$ cat config.mk
export PLATFORM = sky130hd
export DESIGN_NAME = paddle_tracker
export DESIGN_NICKNAME = d
export VERILOG_FILES = /design/src/rtl/paddle_tracker.sv
export SDC_FILE = /design/constraint.sdc
export NUM_CORES = 1
export LEC_CHECK = 0
export CAP_MARGIN = 10
export CELL_PAD_IN_SITES_DETAIL_PLACEMENT = 0
export CELL_PAD_IN_SITES_GLOBAL_PLACEMENT = 1
export CORE_MARGIN = 4
export CORE_UTILIZATION = 40
export DETAILED_ROUTE_END_ITERATION = 12
export DONT_BUFFER_PORTS = 1
export HOLD_SLACK_MARGIN = 0.03
export PLACE_DENSITY = 0.75
export REMOVE_ABC_BUFFERS = 1
export SKIP_LAST_GASP = 1
export SYNTH_ARGS = -nofsm -noshare
export SYNTH_HDL_FRONTEND = slang
export SYNTH_SLANG_ARGS = --single-unit
$ cat constraint.sdc
create_clock -name clk -period 1.9 [get_ports clk]
set_input_delay 0.38 -clock clk [delete_from_list [all_inputs] [get_ports clk]]
set_output_delay 0.38 -clock clk [all_outputs]
set_load 0.02 [all_outputs]
$ cat src/rtl/paddle_tracker.sv
// Quadrature-encoder paddle tracker: per-channel sync, edge decode and saturating position.
// Optional input debounce filter is compiled in with `define PADDLE_DEBOUNCE_EN.
`timescale 1ns/1ps
module paddle_tracker #(
  parameter int NUM_PADDLES = 2,
  parameter int POS_W       = 6,
  parameter int PADDLE_H    = 8,
  parameter int Y_INIT      = 28,
  parameter int DEB_CYCLES  = 4
) (
  input  logic                           clk,
  input  logic                           reset,
  input  logic [NUM_PADDLES-1:0]         enc_a,
  input  logic [NUM_PADDLES-1:0]         enc_b,
  input  logic                           reset_game,
  output logic [NUM_PADDLES*POS_W-1:0]   py,
  output logic [NUM_PADDLES-1:0]         moved,
  output logic [NUM_PADDLES-1:0]         enc_err
);

  localparam int NB = 2 * NUM_PADDLES;
  localparam logic [POS_W:0]   MAX_POS  = (POS_W+1)'((1 << POS_W) - PADDLE_H);
  localparam logic [POS_W-1:0] Y_INIT_P = POS_W'(Y_INIT);

  if (NUM_PADDLES < 1 || NUM_PADDLES > 8) begin : g_bad_num_paddles
    $error("paddle_tracker: NUM_PADDLES must be 1..8");
  end
  if (DEB_CYCLES < 1) begin : g_bad_deb_cycles
    $error("paddle_tracker: DEB_CYCLES must be at least 1");
  end

  // Bit i is channel i's A, bit NUM_PADDLES+i is channel i's B.
  logic [NB-1:0] sync1_q, sync1_d, sync2_q, sync2_d, prev_q, prev_d, cur_ab;
  logic [NUM_PADDLES-1:0][POS_W-1:0] py_q, py_d;
  logic [NUM_PADDLES-1:0][POS_W:0]   pos_up, pos_dn;
  logic [NUM_PADDLES-1:0][1:0]       pair_prev, pair_cur;
  logic [NUM_PADDLES-1:0]            moved_q, moved_d, err_q, err_d;

  always_comb begin
    sync1_d = {enc_b, enc_a};
    sync2_d = sync1_q;
  end

`ifdef PADDLE_DEBOUNCE_EN
  localparam int CNT_W = (DEB_CYCLES > 1) ? $clog2(DEB_CYCLES) : 1;
  localparam logic [CNT_W-1:0] CNT_LAST = CNT_W'(DEB_CYCLES - 1);

  logic [NB-1:0]            deb_q, deb_d;
  logic [NB-1:0][CNT_W-1:0] cnt_q, cnt_d;

  // A new level is taken only after DEB_CYCLES consecutive cycles of disagreement.
  always_comb begin
    deb_d = deb_q;
    cnt_d = cnt_q;
    for (int i = 0; i < NB; i++) begin
      if (sync2_q[i] == deb_q[i]) begin
        cnt_d[i] = '0;
      end else if (cnt_q[i] == CNT_LAST) begin
        deb_d[i] = sync2_q[i];
        cnt_d[i] = '0;
      end else begin
        cnt_d[i] = cnt_q[i] + 1'b1;
      end
    end
  end

  always_ff @(posedge clk or negedge reset) begin
    if (!reset) begin
      deb_q <= '0;
      cnt_q <= '0;
    end else begin
      deb_q <= deb_d;
      cnt_q <= cnt_d;
    end
  end

  assign cur_ab = deb_q;
`else
  assign cur_ab = sync2_q;
`endif

  always_comb begin
    prev_d    = cur_ab;
    py_d      = py_q;
    moved_d   = '0;
    err_d     = err_q;
    pos_up    = '0;
    pos_dn    = '0;
    pair_prev = '0;
    pair_cur  = '0;
    for (int i = 0; i < NUM_PADDLES; i++) begin
      pair_prev[i] = {prev_q[i], prev_q[NUM_PADDLES+i]};
      pair_cur[i]  = {cur_ab[i], cur_ab[NUM_PADDLES+i]};
      // One extra bit: overflow past MAX_POS or borrow below 0 is visible, never wrapped.
      pos_up[i] = {1'b0, py_q[i]} + 1'b1;
      pos_dn[i] = {1'b0, py_q[i]} - 1'b1;
      if (reset_game) begin
        py_d[i]  = Y_INIT_P;
        err_d[i] = 1'b0;
      end else if ((pair_prev[i] ^ pair_cur[i]) == 2'b11) begin
        err_d[i] = 1'b1;
      end else if (pair_prev[i] == 2'b00 && pair_cur[i] == 2'b10) begin
        if (pos_up[i] <= MAX_POS) begin
          py_d[i]    = pos_up[i][POS_W-1:0];
          moved_d[i] = 1'b1;
        end
      end else if (pair_prev[i] == 2'b00 && pair_cur[i] == 2'b01) begin
        if (!pos_dn[i][POS_W]) begin
          py_d[i]    = pos_dn[i][POS_W-1:0];
          moved_d[i] = 1'b1;
        end
      end
    end
  end

  always_ff @(posedge clk or negedge reset) begin
    if (!reset) begin
      sync1_q <= '0;
      sync2_q <= '0;
      prev_q  <= '0;
      py_q    <= {NUM_PADDLES{Y_INIT_P}};
      moved_q <= '0;
      err_q   <= '0;
    end else begin
      sync1_q <= sync1_d;
      sync2_q <= sync2_d;
      prev_q  <= prev_d;
      py_q    <= py_d;
      moved_q <= moved_d;
      err_q   <= err_d;
    end
  end

  assign py      = py_q;
  assign moved   = moved_q;
  assign enc_err = err_q;

endmodule

==> results of run 1 <==
-- logic make-up after synthesis --
group / share of synthesized area (%)
muxes: 5.72
adders and majority gates: 3.47
buffers and inverters: 3.12
DFF: 49.1
and+or+nand+nor: 24.0
xor gates and xnor gates: 4.86
AOI/OAI and AO/OA: 9.71
-- metal layers --
metal | vias to the layer above | global-route usage [%]
met3 | 2 | 2.96
met2 | 31 | 22.5
met1 | 558 | 20.7
met4 | 0 | 2.23
li1 | 535 | -
met5 | - | 0
-- what timing repair did --
action / CTS / global route
gates resized for setup: 1 / 9
hold buffers: 2 / 0
endpoints found under the setup margin: 7 / 10
pin swaps: 2 / 2
setup buffers: 2 / 3
endpoints found under the hold margin: 28 / 0
-- flip-flops by register name, summed over array words and instances (netlist names) --
signal   cells
cur_ab       4
enc_err      2
moved        2
prev_q       4
py          12
sync1_q      4
-- power by group through the flow --
stage	registers (mW)	clock network, mW	logic, mW
detailed placement	0.664	0	0.151
finish	0.654	0.290	0.179
global route	0.658	0.323	0.199
CTS	0.654	0.295	0.173
floorplan	0.682	0	0.0761
global placement	0.662	0	0.147
-- layout by cell type, fill, tap and decap left out, types with 3 or more instances in the layout --
cell	count
buf_4	29
clkbuf_4	3
nand4_1	4
inv_1	4
or3b_1	4
dfrtp_1	22
nor3_1	8
nor2b_1	4
a21oi_2	3
mux2i_1	6
nor2_1	14
dfstp_2	6
o21ai_0	5
xnor2_1	8
nand2_1	3
-- worst max-delay path by stage --
stage	startpoint	cells after the start	slack [ns]	end
floorplan	py[0]	5	-0.20	py[2]
global placement	py[0]	5	0.006	py[4]
detailed placement	py[0]	5	-0.07	py[4]
CTS	py[6]	7	0.007	py[10]
global route	py[6]	8	-0.11	py[10]
finish	py[6]	8	-0.007	py[10]
-- stage by stage --
step	TNS [ns]	hold WS [ns]	util, %	area, sq um	cells
floorplan	-0.848	0.0844	-	1410	126
global placement	0	0.0853	48.8	1670	198
detailed placement	-0.128	0.0853	48.8	1670	198
CTS	0	0.0587	51.2	1750	206
global route	-0.380	0.0364	52.7	1800	208
finish	-0.00718	0.0633	52.7	1800	208
-- final cells by class --
class	instances	area, sq um
fill	311	1620
timing repair buffer	32	259
clock buffer	4	36.3
tap	46	57.6
sequential	28	708
multi-input combinational	94	723
inverter	4	15.0
==> impl_metrics.toml, run 1 <==
[hold_path]
hold_end = "sync1_q[2]"
holdCritPathClass = "input pin to flip-flop"
holdPathStages = 0
hp-start = "enc_b[0]"

[synth]
async_reset_ff_share_pct = 100
syn_area_sq_mm = 0.00144
synth_top_area_share_pct = 38.2
yosys-top-cells-count = "22 x dfrtp_1, 14 x nor2_1, 9 x nor3_1"
synth_edf_count = 0
synth_area_leaders = "dfrtp_1 38%, dfstp_2 11%, xnor2_1 4.9%"
ys_seq_area_share_pct = 49.1
synthMostInstantiatedCell = "dfrtp_1"
ys_types = 38
yosysWarnings = 0
synth_area_per_cell_sq_um = 10.9
ys_seq_elements = 28
synthFlopType = "dfrtp_1"
yosysTopAreaCell = "dfrtp_1"
synthCells = 132

[setup_path]
worst_r2r_path_depth = 8
worst_ep_arrival_time_ns = 2.17
reg2reg_slack_ns = -0.007
cpMaxStageDelayCell = "dfrtp_1"
crit_fanout = 7
path_class = "flip-flop to flip-flop"
r2r-start = "py[6]"
r2r_end = "py[10]"
end_kind = "flip-flop"
cpMostUsedCell = "buf_4"
critPathTopFamily = "simple AND/OR/NAND/NOR gates"
cp_cell_sequence = "ha_2, nand4b_1, mux2_2, a22oi_2, buf_4, buf_4, o21ai_1, or3b_1"
cp.required_ns = 2.16
timing.critical_path.buf_inv = 2
cp-start-kind = "flip-flop"
slowest_delay_ns = 0.43

[die]
std_cell_rows = 21
start_util_pct = 42.2
die_x_um = 68.1
die_h_um = 68.1
die_area_sq_mm = 0.00463
core-area_sq_mm = 0.00342
ios = 23

[sta]
fmax_mhz = 524
hold_viol = 0
fin_skew_ns = 0.00524
drv_slew = 0
period_minus_slack_ns = 1.91
finalSetupViolations = 1
relSlewSlack_pct = 75.4
rsz0062_at_grt = "true"
final.period_utilization_pct = 100
setup_ws_ns = -0.00718
worst_pin_slew_ns = 0.364

[final_layout]
drive_gt1_share_pct = 34.6
antenna_cells = 0
area_delta_synth_final_pct = 24.7
nNetsFinal = 174

[clock_network]
clock_latency_ns = 0.32
cts.sinks = 28
clockRootBuffer = "clkbuf_4"
cts_max_level = 1
path_clk_slew_ns = 0.15
cts.path.max_buffers = 2
cts_buffers = 3
cts_tree = "done"

[route]
dr_wl_met2_um = 1470
drc = 0
first_pass_iters = 4
ant_nets = 0
drtIter0Drc = 70
wirelength_um = 3040
highest_layer = "met4"
wirelength_met1_um = 1350
wire_per_inst_um = 14.6
avgViaCountPerCell = 5.41
vias = 1126
dr_wl_met3_um = 206

[pwr]
p_int_uw = 826
p_per_area_mw_per_mm2 = 624
finalPower_mw = 1.12
clockPowerShare_pct = 25.8
p_sw_uw = 297
p_leak_nw = 0.699
irDropWorstVdd_v = 0.000545
combPwrFrac_pct = 15.9
seq_power_share_pct = 58.2
netSwitchingFraction_pct = 26.5

[grt]
grt_pass1_vias = 1065
grt-ovfl-total = 0
antenna_found_initial = 0
grt_max_degree = 29
grt_pass1_wl_um = 5130
grt_use_total_pct = 14.3

[placement]
port_buffers = 0
place_congestion = 0.800
post-dp-hpwl_um = 2190
dpl_worst_slack_ns = -0.0681

[flow_run]
max-cap-violations = 0

[run_status]
status = "finished, violations left"
violations = "negative setup slack"
Note: power is estimated with default switching activity, not from simulation.
==> run 2: changes to the inputs <==
Settings changed: CORE_MARGIN 4 to 2, CORE_UTILIZATION 40 to 37, DONT_BUFFER_PORTS 1 to not set, PLACE_DENSITY 0.75 to 0.81, SKIP_LAST_GASP 1 to not set.
==> impl_metrics.toml, run 2 (synthesized netlist as in run 1, its figures left out) <==
[clock_network]
cts_tree = "done"
path_clk_slew_ns = 0.09
cts.sinks = 28
clock_latency_ns = 0.27
cts_max_level = 1
clockRootBuffer = "clkbuf_8"
cts.path.max_buffers = 2
cts_buffers = 3

[sta]
fin_skew_ns = 0.00271
relSlewSlack_pct = 76.1
period_minus_slack_ns = 1.88
drv_slew = 0
finalSetupViolations = 0
hold_viol = 0
worst_pin_slew_ns = 0.358
setup_ws_ns = 0.0179
final.period_utilization_pct = 99.1
fmax_mhz = 531
rsz0062_at_grt = "true"

[run_status]
status = "completed"

[final_layout]
n_fill_cell = 343
layout_common_cells = "22 x dfrtp_1, 20 x buf_4, 16 x clkdlybuf4s50_1"
nNetsFinal = 189
postLayoutCoreUtil_pct = 53.9
regArea_sq_um = 708
multiInputGateArea_sq_um = 718
largest_register_ffs = 12
drive_gt1_share_pct = 27.7
design_area_sq_mm = 0.00200
mostFrequentLayoutCell = "dfrtp_1"
antenna_cells = 0
area_delta_synth_final_pct = 38.9

[flow_run]
max-cap-violations = 0

[hold_path]
hp-start = "sync1_q[1]"
holdPathStages = 0
holdCritPathClass = "flip-flop to flip-flop"
hold_end = "cur_ab[1]"

[route]
avgViaCountPerCell = 5.17
first_pass_iters = 4
ant_nets = 0
drtIter0Drc = 76
vias = 1163
wire_per_inst_um = 13.5
drc = 0
wirelength_um = 3030

[die]
ios = 23
start_util_pct = 38.8
die_h_um = 66.4
die_x_um = 66.4
core-area_sq_mm = 0.00372
std_cell_rows = 22
die_area_sq_mm = 0.00441

[setup_path]
reg2reg_slack_ns = 0.02
r2r-start = "py[0]"
cp-start-kind = "flip-flop"
path_class = "flip-flop to flip-flop"
cp.required_ns = 2.09
worst_r2r_path_depth = 5
r2r_end = "py[4]"
worst_ep_arrival_time_ns = 2.08
crit_fanout = 7
end_kind = "flip-flop"

[grt]
grt_pass1_vias = 1102
antenna_found_initial = 0
grt_pass1_wl_um = 5040
grt_use_total_pct = 14.9
grt_max_degree = 29
grt-ovfl-total = 0

[placement]
port_buffers = 22
place_congestion = 0.870
post-dp-hpwl_um = 2150
placed_area_sq_mm = 0.00187
dpl_worst_slack_ns = -0.0680

[pwr]
irDropWorstVdd_v = 0.000329
p_per_area_mw_per_mm2 = 661
p_leak_nw = 0.766
## run 2: cell types whose count changed in the layout (fill, tap and decap cells not counted), moves of 3 or more
cell | previous run | this run
clkdlybuf4s50_1 | 0 | 16
buf_6 | 1 | 4
dlygate4sd2_1 | 0 | 5
clkbuf_4 | 3 | 0
buf_4 | 29 | 20
## run 2: per-stage QoR
stage	hold WS [ns]	power [mW]	setup TNS (ns)	std cells
after floorplan	0.0844	0.758	-0.848	126
after global placement	0.332	0.863	-0.0187	218
after detailed placement	0.343	0.871	-0.276	218
after CTS	0.366	1.34	0	223
after global routing	0.371	1.40	-0.160	225
final	0.360	1.33	0	225
## run 2: where the power goes
part / switching [mW] / internal [mW]
combinational: 0.113 / 0.111
sequential: 0.0191 / 0.625
clock: 0.176 / 0.282
## run 2: cell type report
cell class,count,area share (%)
clock inverters,1,1.50
well taps,48,3.00
multi-input cells,94,35.8
flip-flops and latches,28,35.3
inverters,4,0.749
repair buffers,47,21.5
clock buffers,3,2.06
## run 2: worst max-delay path by stage
stage	cells past startpoint	slack, ns	endpoint	from
after floorplan	5	-0.20	py[2]	py[0]
after global placement	6	-0.02	py[1]	py[0]
after detailed placement	7	-0.07	py[7]	py[6]
after CTS	5	0.01	py[4]	py[0]
final	5	0.02	py[4]	py[0]
after global routing	6	-0.05	py[1]	py[1]
## run 2: worst max-delay path, cell delays in order (launching register included)
cell and delay, ns:
dfrtp_1 0.40, ha_2 0.20, or4_4 0.52, a31oi_4 0.25, nor3_1 0.08, or3b_1 0.36
## run 2: metal layers
metal / vias to the layer above / routed length (um) / global-route usage [%]
met3: 2 / 89 / 1.53
met5: - / 0 / 0
met4: 0 / 12 / 3.83
met2: 21 / 1640 / 27.1
li1: 568 / - / -
met1: 572 / 1290 / 18.6
## run 2: timing repair
action                                  in CTS  in global routing
endpoints found under the hold margin        0                  0
pin swaps                                    4                  2
setup buffers                                1                  2
endpoints found under the setup margin      13                  9
gates resized for setup                     10                  9
hold buffers                                 0                  0
==> run 3: changes to the inputs <==
Settings changed: PLACE_DENSITY 0.81 to not set, PLACE_DENSITY_LB_ADDON set to 0.15.
==> impl_metrics.toml, run 3 (synthesized netlist as in run 1, its figures left out) <==
[final_layout]
largest_register_ffs = 12
layout_common_cells = "24 x buf_4, 22 x dfrtp_1, 17 x clkdlybuf4s50_1"
nNetsFinal = 190
antenna_cells = 0
area_delta_synth_final_pct = 37.6
postLayoutCoreUtil_pct = 53.4
mostFrequentLayoutCell = "buf_4"
design_area_sq_mm = 0.00198
drive_gt1_share_pct = 27.5
instances_no_fill = 226
n_fill_cell = 359

[clock_network]
cts.sinks = 28
cts_hold_buf = 0
cts_tree = "done"
clock_latency_ns = 0.28
path_clk_slew_ns = 0.10
cts_buffers = 3
cts_max_level = 1
cts.path.max_buffers = 2
clockRootBuffer = "clkbuf_8"

[pwr]
irDropWorstVdd_v = 0.000408
p_leak_nw = 0.776
p_per_area_mw_per_mm2 = 629

[setup_path]
cp.required_ns = 2.11
crit_fanout = 7
slowest_delay_ns = 0.52
path_class = "flip-flop to flip-flop"
cp-start-kind = "flip-flop"
worst_ep_arrival_time_ns = 2.10
cpMaxStageDelayCell = "or4_4"
cp_cell_sequence = "ha_2, or4_4, a31oi_4, nor3_1, or3b_1"
end_kind = "flip-flop"

[route]
avgViaCountPerCell = 5.24
drc = 0
wire_per_inst_um = 14.1
vias = 1185
ant_nets = 0
wirelength_um = 3180
first_pass_iters = 4
drtIter0Drc = 54

[sta]
hold_viol = 0
setup_ws_ns = 0.00766
fin_skew_ns = 0.00248
drv_slew = 0
fmax_mhz = 528
period_minus_slack_ns = 1.89
worst_pin_slew_ns = 0.516
fin_setup_tns_ns = 0
rsz0062_at_grt = "true"
relSlewSlack_pct = 65.5
finalSetupViolations = 0
final.period_utilization_pct = 99.6

[die]
die_x_um = 66.4
ios = 23
die_area_sq_mm = 0.00441
die_h_um = 66.4
core-area_sq_mm = 0.00372
std_cell_rows = 22
start_util_pct = 38.8

[run_status]
status = "completed"

[grt]
grt-ovfl-total = 0
antenna_found_initial = 0
grt_max_degree = 29
grt_use_total_pct = 16.4
grt_pass1_vias = 1216
grt_pass1_wl_um = 5610

[flow_run]
max-cap-violations = 0

[placement]
port_buffers = 22
place_congestion = 0.840
post-place-cells = 220
placed_area_sq_mm = 0.00187
dpl_worst_slack_ns = -0.0551
post-dp-hpwl_um = 2240

[hold_path]
holdCritPathClass = "flip-flop to flip-flop"
-- run 3: path summary, 6_finish.rpt --
kind | cells after the start | start | slack (ns) | end
setup / recovery | 5 | py[0] | 0.008 | py[2]
hold / removal | 0 | sync1_q[2] | 0.36 | cur_ab[2]
setup reg to reg | 5 | py[0] | 0.008 | py[2]
hold reg to reg | 0 | sync1_q[2] | 0.36 | cur_ab[2]
max in group asynchronous | 2 | reset | 1.13 | py[9]
min in group asynchronous | 2 | reset | 0.47 | cur_ab[0]
-- run 3: final cells by class --
type | instances | area (sq um) | area share [%]
Multi-Input combinational cell | 94 | 722 | 36.4
Tap cell | 48 | 60.1 | 3.03
Clock buffer | 4 | 55.1 | 2.77
Inverter | 4 | 15.0 | 0.757
Sequential cell | 28 | 708 | 35.7
Timing Repair Buffer | 48 | 424 | 21.4
-- run 3: repair_timing --
item,CTS,global route
setup endpoints to repair,10,11
pin swaps,2,1
resized for setup,6,8
hold endpoints to repair,0,0
setup buffers,0,2
-- run 3: critical path: cells and delay by family, from the launching register on --
kind            cells  cell delay (ns)
flops               1             0.40
compound gates      1             0.27
simple gates        3             0.96
fa+ha+maj           1             0.20
-- run 3: power breakdown --
part           total (mW)  switching, mW  internal [mW]
clock network       0.381          0.195          0.186
logic               0.224          0.114          0.110
registers           0.644         0.0189          0.625
total                1.25          0.327          0.921
-- run 3: per-layer routing --
metal	global-route usage (%)	part of all wire [%]	vias to the layer above	wire (um)
li1	-	-	573	-
met1	23.3	47	582	1510
met2	25.6	48	25	1510
met3	2.56	3.8	5	121
met4	4.59	1.1	0	36
met5	0	0	-	0
-- run 3: through the flow --
| step | hold WS [ns] | power, mW |
|---|---|---|
| CTS | 0.365 | 1.25 |
| floorplan | 0.0844 | 0.758 |
| finish | 0.361 | 1.25 |
| detailed placement | 0.341 | 0.873 |
| global route | 0.378 | 1.31 |
| global placement | 0.331 | 0.868 |
